**src/rtl/alu_16b.sv**
```systemverilog
// 16-bit ALU (OR/ADD/SUB/SLT) sharing one ripple-carry adder, plus a clocked status register.
// Define ALU16B_SLT_OVFL_FIX_EN to make SLT a true signed compare even when the subtraction overflows.
module alu_16b (
  input  logic        clk,
  input  logic        rst,
  input  logic [15:0] a,
  input  logic [15:0] b,
  input  logic [1:0]  op,
  output logic [15:0] r,
  output logic        ovflw,
  output logic        zero,
  output logic        ovflw_q,
  output logic        zero_q,
  output logic        neg_q
);

  typedef enum logic [1:0] {
    OP_OR  = 2'd0,
    OP_ADD = 2'd1,
    OP_SUB = 2'd2,
    OP_SLT = 2'd3
  } op_t;

  logic        sub;
  logic [15:0] b_eff;
  logic [16:0] carry;
  logic [15:0] sum;
  logic        add_ov;
  logic        sub_ov;
  logic        lt;

  // Shared adder: SUB and SLT both reuse it as a + ~b + 1.
  always_comb begin
    sub      = (op != OP_ADD);
    b_eff    = b ^ {16{sub}};
    carry    = 17'd0;
    sum      = 16'd0;
    carry[0] = sub;
    for (int i = 0; i < 16; i++) begin
      sum[i]       = a[i] ^ b_eff[i] ^ carry[i];
      carry[i + 1] = (a[i] & b_eff[i]) | (carry[i] & (a[i] ^ b_eff[i]));
    end
  end

  always_comb begin
    add_ov = (a[15] == b[15]) && (sum[15] != a[15]);
    sub_ov = (a[15] != b[15]) && (sum[15] != a[15]);
`ifdef ALU16B_SLT_OVFL_FIX_EN
    lt = sum[15] ^ sub_ov;
`else
    lt = sum[15];
`endif
  end

  always_comb begin
    r     = 16'd0;
    ovflw = 1'b0;
    case (op_t'(op))
      OP_OR: begin
        r     = a | b;
        ovflw = 1'b0;
      end
      OP_ADD: begin
        r     = sum;
        ovflw = add_ov;
      end
      OP_SUB: begin
        r     = sum;
        ovflw = sub_ov;
      end
      OP_SLT: begin
        r     = {15'd0, lt};
        ovflw = sub_ov;
      end
      default: begin
        r     = 16'd0;
        ovflw = 1'b0;
      end
    endcase
    zero = ~|r;
  end

  // Flags of this cycle's operation, held for the control unit's branch decision.
  always_ff @(posedge clk or posedge rst) begin
    if (rst) begin
      ovflw_q <= 1'b0;
      zero_q  <= 1'b0;
      neg_q   <= 1'b0;
    end else begin
      ovflw_q <= ovflw;
      zero_q  <= zero;
      neg_q   <= r[15];
    end
  end

endmodule

```
**config.mk**
```make
export PLATFORM = sky130hd
export DESIGN_NAME = alu_16b
export DESIGN_NICKNAME = d
export VERILOG_FILES = /design/src/rtl/alu_16b.sv
export SDC_FILE = /design/constraint.sdc
export NUM_CORES = 1
export LEC_CHECK = 0
export CAP_MARGIN = 20
export CELL_PAD_IN_SITES_DETAIL_PLACEMENT = 1
export CELL_PAD_IN_SITES_GLOBAL_PLACEMENT = 1
export CORE_ASPECT_RATIO = 1.2
export CORE_MARGIN = 8
export CORE_UTILIZATION = 45
export CTS_BUF_LIST = sky130_fd_sc_hd__clkbuf_4 sky130_fd_sc_hd__clkbuf_8
export DETAILED_ROUTE_END_ITERATION = 6
export DONT_BUFFER_PORTS = 1
export PLACE_DENSITY = 0.84
export SYNTH_ARGS = -nofsm -noshare
export SYNTH_HDL_FRONTEND = slang
export SYNTH_SLANG_ARGS = --single-unit
```
**constraint.sdc**
```tcl
create_clock -name clk -period 13 [get_ports clk]
set_clock_uncertainty 0.15 [all_clocks]
set_input_delay 2.6 -clock clk [delete_from_list [all_inputs] [get_ports clk]]
set_output_delay 2.6 -clock clk [all_outputs]
set_load 0.01 [all_outputs]
```
==> impl_metrics.env, run 1 <==
export IMPL_finalCritPeriodShare_pct=96.3
export IMPL_finalSetupViolations=0
export IMPL_multi_input_area_um2=820
export IMPL_vdd_ir_drop_max_uv=35.7
export IMPL_status="finished clean"
export IMPL_rsz0062_at_grt="no"
export IMPL_hold_violations=0
export IMPL_syn_area_per_cell_um2=8.56
export IMPL_power_leakage_uw=0.000434
export IMPL_dieArea_um2=3890
export IMPL_synth_compound_gate_area_share_pct=17.5
export IMPL_ctsHoldBuffers=0
export IMPL_cts_setup_buffers=0
export IMPL_final_max_slew_viol_count=0
export IMPL_synth_top_family_by_area="adder cells"
export IMPL_min_path_type="in2async"
export IMPL_io_pins=57
export IMPL_synth_seq_cells=3
export IMPL_regArea_um2=75.1
export IMPL_ctsResizeCount=0
export IMPL_die_w_um=58.3
export IMPL_drc=0
export IMPL_dr_total_vias=809
export IMPL_fp_row_count=18
export IMPL_drt_initial_drc_count=12
export IMPL_p_clk_share_pct=21.2
export IMPL_layout_area_overhead_vs_synth_pct=6.08
export IMPL_cellPowerDensity_nw_per_um2=83.8
export IMPL_cp_required_ps=10250
export IMPL_ant_nets=0
export IMPL_syn_nets=170
export IMPL_fin_nets=172
export IMPL_grt_ovfl_total=0
export IMPL_cts_max_level=1
export IMPL_cp_max_fo=3
export IMPL_start_util_pct=47.2
export IMPL_grt_pass1_vias=965
export IMPL_pre_cts_slack_ps=466
export IMPL_design_area_um2=1030
export IMPL_max_stage_delay_ps=410
export IMPL_clock_sinks=3
export IMPL_tritoncts="yes"
export IMPL_yosysUniqueCellTypes=22
export IMPL_max_freq_mhz=79.9
export IMPL_utilization_pct=50.1
export IMPL_cts_buffer_depth=2
export IMPL_die_h_um=66.8
export IMPL_syn_inst=113
export IMPL_syn_area_um2=967
export IMPL_worst_slew_pin_slew_ps=1040
export IMPL_seq_area_frac_synth_pct=7.76
export IMPL_critPathLaunchType="input pin"
export IMPL_power_frac_comb_pct=65.4
export IMPL_switchingPower_uw=39.2
export IMPL_p_total_uw=86.0
export IMPL_wl_mm=2.67
export IMPL_synth_fa_ha_area_share_pct=38.0
export IMPL_fin_crit_ps=12520
export IMPL_grt_max_degree=32
export IMPL_cts_root_buf="clkbuf_4"
export IMPL_diodes=0
export IMPL_max_cap_violations=0
export IMPL_viasPerCell=5.62
export IMPL_clk_pin_slew_ps=40
export IMPL_synth_simple_area_share_pct=11.4
export IMPL_slew_headroom_pct=30.8
export IMPL_port_buffers=0
export IMPL_dpl_instance_area_um2=996
export IMPL_antenna_found_initial=0
export IMPL_gp_congestion=0.728
export IMPL_worst_ep_arrival_time_ps=9770
export IMPL_cp_slowest_cell="fa_1"
export IMPL_post_route_worst_setup_slack_ps=483
export IMPL_endpoint_kind="output pin"
export IMPL_p_sw_share_pct=45.6
export IMPL_grt_pass1_wl_mm=4.40
export IMPL_critPathBufInv=3
export IMPL_critPathKind="in2out"
export IMPL_p_seq_share_pct=13.4
export IMPL_core_um2=2050
export IMPL_drive_above_1_share_pct=9.65
export IMPL_dp_hpwl_mm=2.27
export IMPL_internal_power_uw=46.7
export IMPL_track_usage_pct=14.2
export IMPL_crit_top_cell="fa_1"
export IMPL_synth_mux_area_share_pct=1.03
export IMPL_crit_family="adder cells"
export IMPL_setup_tns_ps=0
export IMPL_firstDrtPassIters=4
export IMPL_fill_cells=252
export IMPL_synth_xor_area_share_pct=16.8
export IMPL_crit_chain="inv_1 -> ha_1 -> xnor2_1 -> fa_1 -> fa_1 -> fa_1 -> fa_1 -> fa_1 -> fa_1 -> fa_1 -> fa_1 -> fa_1 -> fa_1 -> fa_1 -> fa_1 -> inv_1 -> fa_1 -> inv_1 -> fa_1 -> xnor3_1 -> xnor2_1 -> nand3_1 -> o21ai_0 -> nor3_2"
export IMPL_synth_yosys_warnings=0
export IMPL_cts_buffers=3
export IMPL_wl_per_cell_um=18.5
==> metal layers <==
layer | track usage, % | share of wire [%] | vias up
li1 | - | - | 374
met2 | 28.2 | 55 | 31
met4 | 2.76 | 0.22 | 0
met3 | 5.78 | 11 | 2
met1 | 13.1 | 34 | 402
met5 | 0 | 0 | -
==> worst paths after layout <==
| check | start | to | depth (start not counted) |
|---|---|---|---|
| worst max-delay path | op[1] | zero | 24 |
| min in group clk | a[13] | zero_q | 5 |
| worst min-delay path | rst | ovflw_q | 1 |
| max in group asynchronous | rst | neg_q | 1 |
==> flip-flops by register name (all words and copies together) (netlist names) <==
register  flops
zero_q        1
neg_q         1
ovflw_q       1
==> synth_stat cells <==
master	number	area share, %
o21ai_0	3	1.6
and3_2	1	0.78
fa_1	14	29
nand2b_1	1	0.65
clkbuf_4	1	0.78
xor2_1	2	1.8
ha_1	7	9.1
nor3_2	1	1.0
mux2i_1	1	1.0
buf_2	4	2.1
a221oi_2	1	1.6
clkbuf_1	1	0.39
inv_1	11	4.3
a21oi_2	1	0.91
xnor2_1	14	13
xnor3_1	1	2.3
a21oi_1	26	13
dfrtp_1	3	7.8
nor2_1	15	5.8
nor4_1	3	1.9
nand3_1	1	0.52
nand4_1	1	0.65
==> cells in the final DEF, fill, tap and decap left out <==
master / n
fa_1: 14
nor2_1: 15
o21ai_0: 3
and3_2: 1
a21oi_2: 1
nor4_1: 3
xnor2_1: 14
clkbuf_4: 4
nand4_1: 1
buf_4: 3
dfrtp_1: 3
inv_1: 11
mux2i_1: 1
a21oi_1: 26
a221oi_2: 1
xnor3_1: 1
nand3_1: 1
xor2_1: 2
nand2b_1: 1
nor3_2: 1
ha_1: 7
==> metrics by stage <==
step | hold WS, ps | instances
global placement | 2210 | 140
global route | 1970 | 144
detailed placement | 2210 | 140
finish | 1970 | 144
floorplan | 2200 | 113
CTS | 1960 | 144
==> cell families (layout without fill, tap and decap cells) <==
kind of cell	after synthesis	in the layout
DFF	3	3
and+or+nand+nor	23	23
buffers and inverters	17	18
xor gates and xnor gates	17	17
AOI/OAI and AO/OA	31	31
adders and majority gates	21	21
muxes	1	1
==> layout make-up <==
cell class                      instances  share of cell area [%]
Clock buffer                            4                    2.93
Multi-Input combinational cell         93                    79.9
Inverter                               11                    4.02
Timing Repair Buffer                    3                    2.20
Tap cell                               30                    3.66
Sequential cell                         3                    7.32
==> power by group through the flow <==
stage	Clock [uW]	Sequential [uW]	Combinational, uW
floorplan	0	11.5	44.9
global placement	0	11.6	53.7
detailed placement	0	11.7	56.6
CTS	19.1	11.6	57.2
global route	20.1	11.6	64.8
finish	18.2	11.5	56.2
Note: power is estimated with default switching activity, not from simulation.
==> run 2: changes to the inputs <==
- CORE_ASPECT_RATIO: 1.2 -> not set
- clock period: 13 -> 14.25 ns (I/O delays scaled with it)
==> run 2 against run 1 <==
Worst hold slack improved by 250 ps; power fell by 9.0%; flip-flop and latch count unchanged; highest routed layer unchanged.
==> impl_metrics.env, run 2 (synthesis results as in run 1) <==
export IMPL_ctsResizeCount=0
export IMPL_drive_above_1_share_pct=8.85
export IMPL_min_path_type="in2async"
export IMPL_startpoint="op[1]"
export IMPL_ant_nets=0
export IMPL_worst_slew_pin_slew_ps=622
export IMPL_status="finished clean"
export IMPL_hold_ws_ps=2210
export IMPL_cp_slowest_cell="fa_1"
export IMPL_cp_required_ps=11250
export IMPL_tritoncts="yes"
export IMPL_power_frac_comb_pct=64.4
export IMPL_p_clk_share_pct=22.0
export IMPL_fp_row_count=16
export IMPL_cellPowerDensity_nw_per_um2=77.0
export IMPL_core_um2=2000
export IMPL_worst_ep_arrival_time_ps=10170
export IMPL_die_w_um=62.4
export IMPL_fin_nets=171
export IMPL_wl_per_cell_um=19.4
export IMPL_setup_tns_ps=0
export IMPL_layout_commonest_cell="a21oi_1"
export IMPL_antenna_found_initial=0
export IMPL_final_cell_mix="26 x a21oi_1, 15 x nor2_1, 14 x xnor2_1, 14 x fa_1, 11 x inv_1"
export IMPL_critPathKind="in2out"
export IMPL_cts_setup_buffers=0
export IMPL_dp_hpwl_mm=2.38
export IMPL_crit_end="zero"
export IMPL_dr_total_vias=802
export IMPL_max_stage_delay_ps=430
export IMPL_grt_max_degree=17
export IMPL_die_h_um=62.4
export IMPL_gp_congestion=0.767
export IMPL_power_leakage_uw=0.000429
export IMPL_internal_power_uw=41.8
export IMPL_drc=0
export IMPL_hold_violations=0
export IMPL_port_buffers=0
export IMPL_critPathLaunchType="input pin"
export IMPL_fin_crit_ps=13170
export IMPL_firstDrtPassIters=4
export IMPL_p_sw_share_pct=46.6
export IMPL_clk_pin_slew_ps=40
export IMPL_max_freq_mhz=75.9
export IMPL_track_usage_pct=13.5
export IMPL_fill_cells=244
export IMPL_grt_ovfl_total=0
export IMPL_cts_max_level=1
export IMPL_cts_buffer_depth=2
export IMPL_layout_area_overhead_vs_synth_pct=4.92
export IMPL_max_cap_violations=0
export IMPL_p_seq_share_pct=13.5
export IMPL_vdd_ir_drop_max_uv=45.5
export IMPL_slew_headroom_pct=58.1
export IMPL_finalCritPeriodShare_pct=92.4
export IMPL_grt_pass1_wl_mm=4.46
export IMPL_grt_pass1_vias=951
export IMPL_endpoint_kind="output pin"
export IMPL_start_util_pct=48.3
export IMPL_clock_sinks=3
export IMPL_finalSetupViolations=0
export IMPL_switchingPower_uw=36.4
export IMPL_rsz0062_at_grt="no"
export IMPL_final_max_slew_viol_count=0
export IMPL_cp_max_fo=14
export IMPL_cts_root_buf="clkbuf_4"
export IMPL_biggestRegsByFlops="neg_q: 1 flops, ovflw_q: 1 flops, zero_q: 1 flops"
export IMPL_crit_top_cell="fa_1"
export IMPL_dieArea_um2=3890
export IMPL_drt_initial_drc_count=24
export IMPL_io_pins=57
export IMPL_wl_mm=2.71
export IMPL_diodes=0
export IMPL_ctsHoldBuffers=0
export IMPL_cts_buffers=3
export IMPL_viasPerCell=5.73
-- run 2: worst max-delay path, delay by kind of cell --
family	cells	cell delay [ps]
and+or+nand+nor	2	470
xor gates and xnor gates	3	700
adders and majority gates	15	5460
buffers and inverters	4	450
AOI/OAI and AO/OA	1	250
-- run 2: routing by layer --
layer	vias up	share of wire, %	GRT usage, %
met1	398	36	12.9
li1	370	-	-
met4	0	0.29	2.56
met5	-	0	0
met3	2	10	5.38
met2	32	54	26.3
-- run 2: cell type report --
class | instances | area [um^2] | area share, %
inverters | 11 | 41.3 | 4.07
flip-flops and latches | 3 | 75.1 | 7.40
repair buffers | 2 | 15.0 | 1.48
clock buffers | 4 | 30.0 | 2.96
well taps | 27 | 33.8 | 3.33
multi-input cells | 93 | 820 | 80.8
-- run 2: worst min path at each step --
stage	from	end	slack, ps	cells after the start
final	rst	zero_q	2210	1
after global routing	rst	zero_q	2210	1
after CTS	rst	ovflw_q	2210	1
after detailed placement	rst	ovflw_q	2470	1
after global placement	rst	zero_q	2460	1
after floorplan	rst	neg_q	2450	1
-- run 2: power groups by stage --
stage                     Sequential [uW]  Clock [uW]  Combinational, uW
after floorplan                      10.5           0               41.0
after global placement               10.7           0               48.2
after detailed placement             10.8           0               51.1
after CTS                            10.7        17.5               51.3
after global routing                 10.7        19.5               56.8
final                                10.6        17.2               50.4
-- run 2: through the flow --
stage / power [uW] / util, % / instances / setup slack (ps) / area (um^2)
final: 78.2 / 50.7 / 140 / 1080 / 1010
after global routing: 86.9 / 50.7 / 140 / 747 / 1010
after CTS: 79.5 / 50.7 / 140 / 1010 / 1010
after detailed placement: 61.8 / 49.2 / 136 / 1020 / 985
after global placement: 58.8 / 49.2 / 136 / 1220 / 985
after floorplan: 51.5 / - / 113 / 1250 / 967
==> run 3: changes to the inputs <==
- GPL_TIMING_DRIVEN: not set -> 0
- SLEW_MARGIN: not set -> 20
- TNS_END_PERCENT: not set -> 100
==> run 3 against run 2 <==
Maximum frequency is 3.2% lower; critical path depth is 1 higher; power is 1.5% higher; highest routed layer unchanged; largest power group unchanged; flip-flop and latch count stayed put; critical path type unchanged; non-clock buffer count is 4 higher.
==> impl_metrics.env, run 3 (synthesis results as in run 1) <==
export IMPL_biggestRegsByFlops="neg_q: 1 flops, ovflw_q: 1 flops, zero_q: 1 flops"
export IMPL_critPathKind="in2out"
export IMPL_worst_ep_arrival_time_ps=10600
export IMPL_setup_tns_ps=0
export IMPL_port_buffers=0
export IMPL_gp_congestion=0.734
export IMPL_die_h_um=62.4
export IMPL_design_area_um2=1030
export IMPL_critPathLaunchType="input pin"
export IMPL_ctsHoldBuffers=0
export IMPL_track_usage_pct=15.2
export IMPL_endpoint_kind="output pin"
export IMPL_dpl_instance_area_um2=1000
export IMPL_cts_buffer_depth=2
export IMPL_antenna_found_initial=0
export IMPL_dp_cells=140
export IMPL_cp_required_ps=11250
export IMPL_layout_area_overhead_vs_synth_pct=6.60
export IMPL_fin_nets=175
export IMPL_clk_pin_slew_ps=40
export IMPL_grt_max_degree=11
export IMPL_max_freq_mhz=73.5
export IMPL_hold_violations=0
export IMPL_cts_setup_buffers=0
export IMPL_crit_top_cell="fa_1"
export IMPL_cp_max_fo=10
export IMPL_core_um2=2000
export IMPL_regArea_um2=75.1
export IMPL_max_stage_delay_ps=440
export IMPL_rsz0062_at_grt="no"
export IMPL_status="finished clean"
export IMPL_wl_per_cell_um=20.2
export IMPL_tritoncts="yes"
export IMPL_wl_mm=2.90
export IMPL_final_max_slew_viol_count=0
export IMPL_dp_hpwl_mm=2.56
export IMPL_drc=0
export IMPL_dieArea_um2=3890
export IMPL_grt_ovfl_total=0
export IMPL_min_path_type="in2async"
export IMPL_cts_root_buf="clkbuf_4"
export IMPL_layout_commonest_cell="a21oi_1"
export IMPL_fin_crit_ps=13600
export IMPL_cp_slowest_cell="fa_1"
export IMPL_power_leakage_uw=0.000443
export IMPL_cts_buffers=3
export IMPL_fp_row_count=16
export IMPL_io_pins=57
export IMPL_cellPowerDensity_nw_per_um2=77.0
export IMPL_max_cap_violations=0
export IMPL_grt_pass1_wl_mm=4.94
export IMPL_drt_initial_drc_count=22
export IMPL_die_w_um=62.4
export IMPL_grt_pass1_vias=1008
export IMPL_finalCritPeriodShare_pct=95.4
export IMPL_start_util_pct=48.3
export IMPL_slew_headroom_pct=57.3
export IMPL_fin_cells=144
export IMPL_viasPerCell=5.80
export IMPL_dr_total_vias=835
export IMPL_finalSetupViolations=0
export IMPL_cts_max_level=1
export IMPL_multi_input_area_um2=820
export IMPL_firstDrtPassIters=4
export IMPL_final_cell_mix="26 x a21oi_1, 15 x nor2_1, 14 x xnor2_1, 14 x fa_1, 11 x inv_1"
export IMPL_vdd_ir_drop_max_uv=31.9
export IMPL_ctsResizeCount=0
export IMPL_drive_above_1_share_pct=11.1
export IMPL_fill_cells=250
export IMPL_ant_nets=0
export IMPL_worst_slew_pin_slew_ps=634
export IMPL_clock_sinks=3
export IMPL_diodes=0
==> run 3: cell types whose count changed in the layout (fill, tap and decap cells not counted), sizes merged <==
| cell | previous run | this run |
|---|---|---|
| buf | 2 | 4 |
| clkbuf | 4 | 6 |
==> run 3: metal layers <==
layer,up-vias,wire length [um],GRT usage (%)
met3,5,332,6.27
li1,380,-,-
met4,0,31,5.13
met1,413,1000,15.1
met2,37,1530,27.8
met5,-,0,0
==> run 3: worst max-delay path by stage <==
stage	depth (start not counted)	to	start	slack (ps)
floorplan	26	zero	op[1]	1250
global placement	26	zero	op[1]	760
detailed placement	26	zero	op[1]	640
CTS	26	zero	op[1]	600
global route	26	zero	op[1]	290
finish	26	zero	op[1]	650
==> run 3: area by class of cell <==
type / instances / area share (%)
clock buffer: 4 / 2.91
buffer: 6 / 3.03
inverter: 11 / 4.00
multi-input combinational: 93 / 79.5
sequential: 3 / 7.28
tap: 27 / 3.28
==> run 3: power breakdown <==
part           switching, uW  internal [uW]  leakage, uW
Sequential              1.04           9.58    0.0000396
Clock                   5.22           12.4    0.0000184
Combinational           31.0           20.1     0.000385
==> run 3: metrics by stage <==
stage / utilization (%) / power [uW] / hold slack [ps] / worst slack, ps
final: 51.5 / 79.4 / 2220 / 648
after global routing: 51.5 / 87.2 / 2220 / 287
after CTS: 51.5 / 80.3 / 2220 / 602
after detailed placement: 50.0 / 62.2 / 2470 / 643
after global placement: 50.0 / 59.5 / 2460 / 755
after floorplan: - / 51.5 / 2450 / 1250
==> run 3: critical path: cells and delay by family <==
family	cells	cell delay, ps
AO/OA/AOI/OAI	1	240
AND/OR/NAND/NOR	2	450
XOR/XNOR	3	730
adder cells (fa/ha/maj)	15	5460
buffers and inverters	5	890
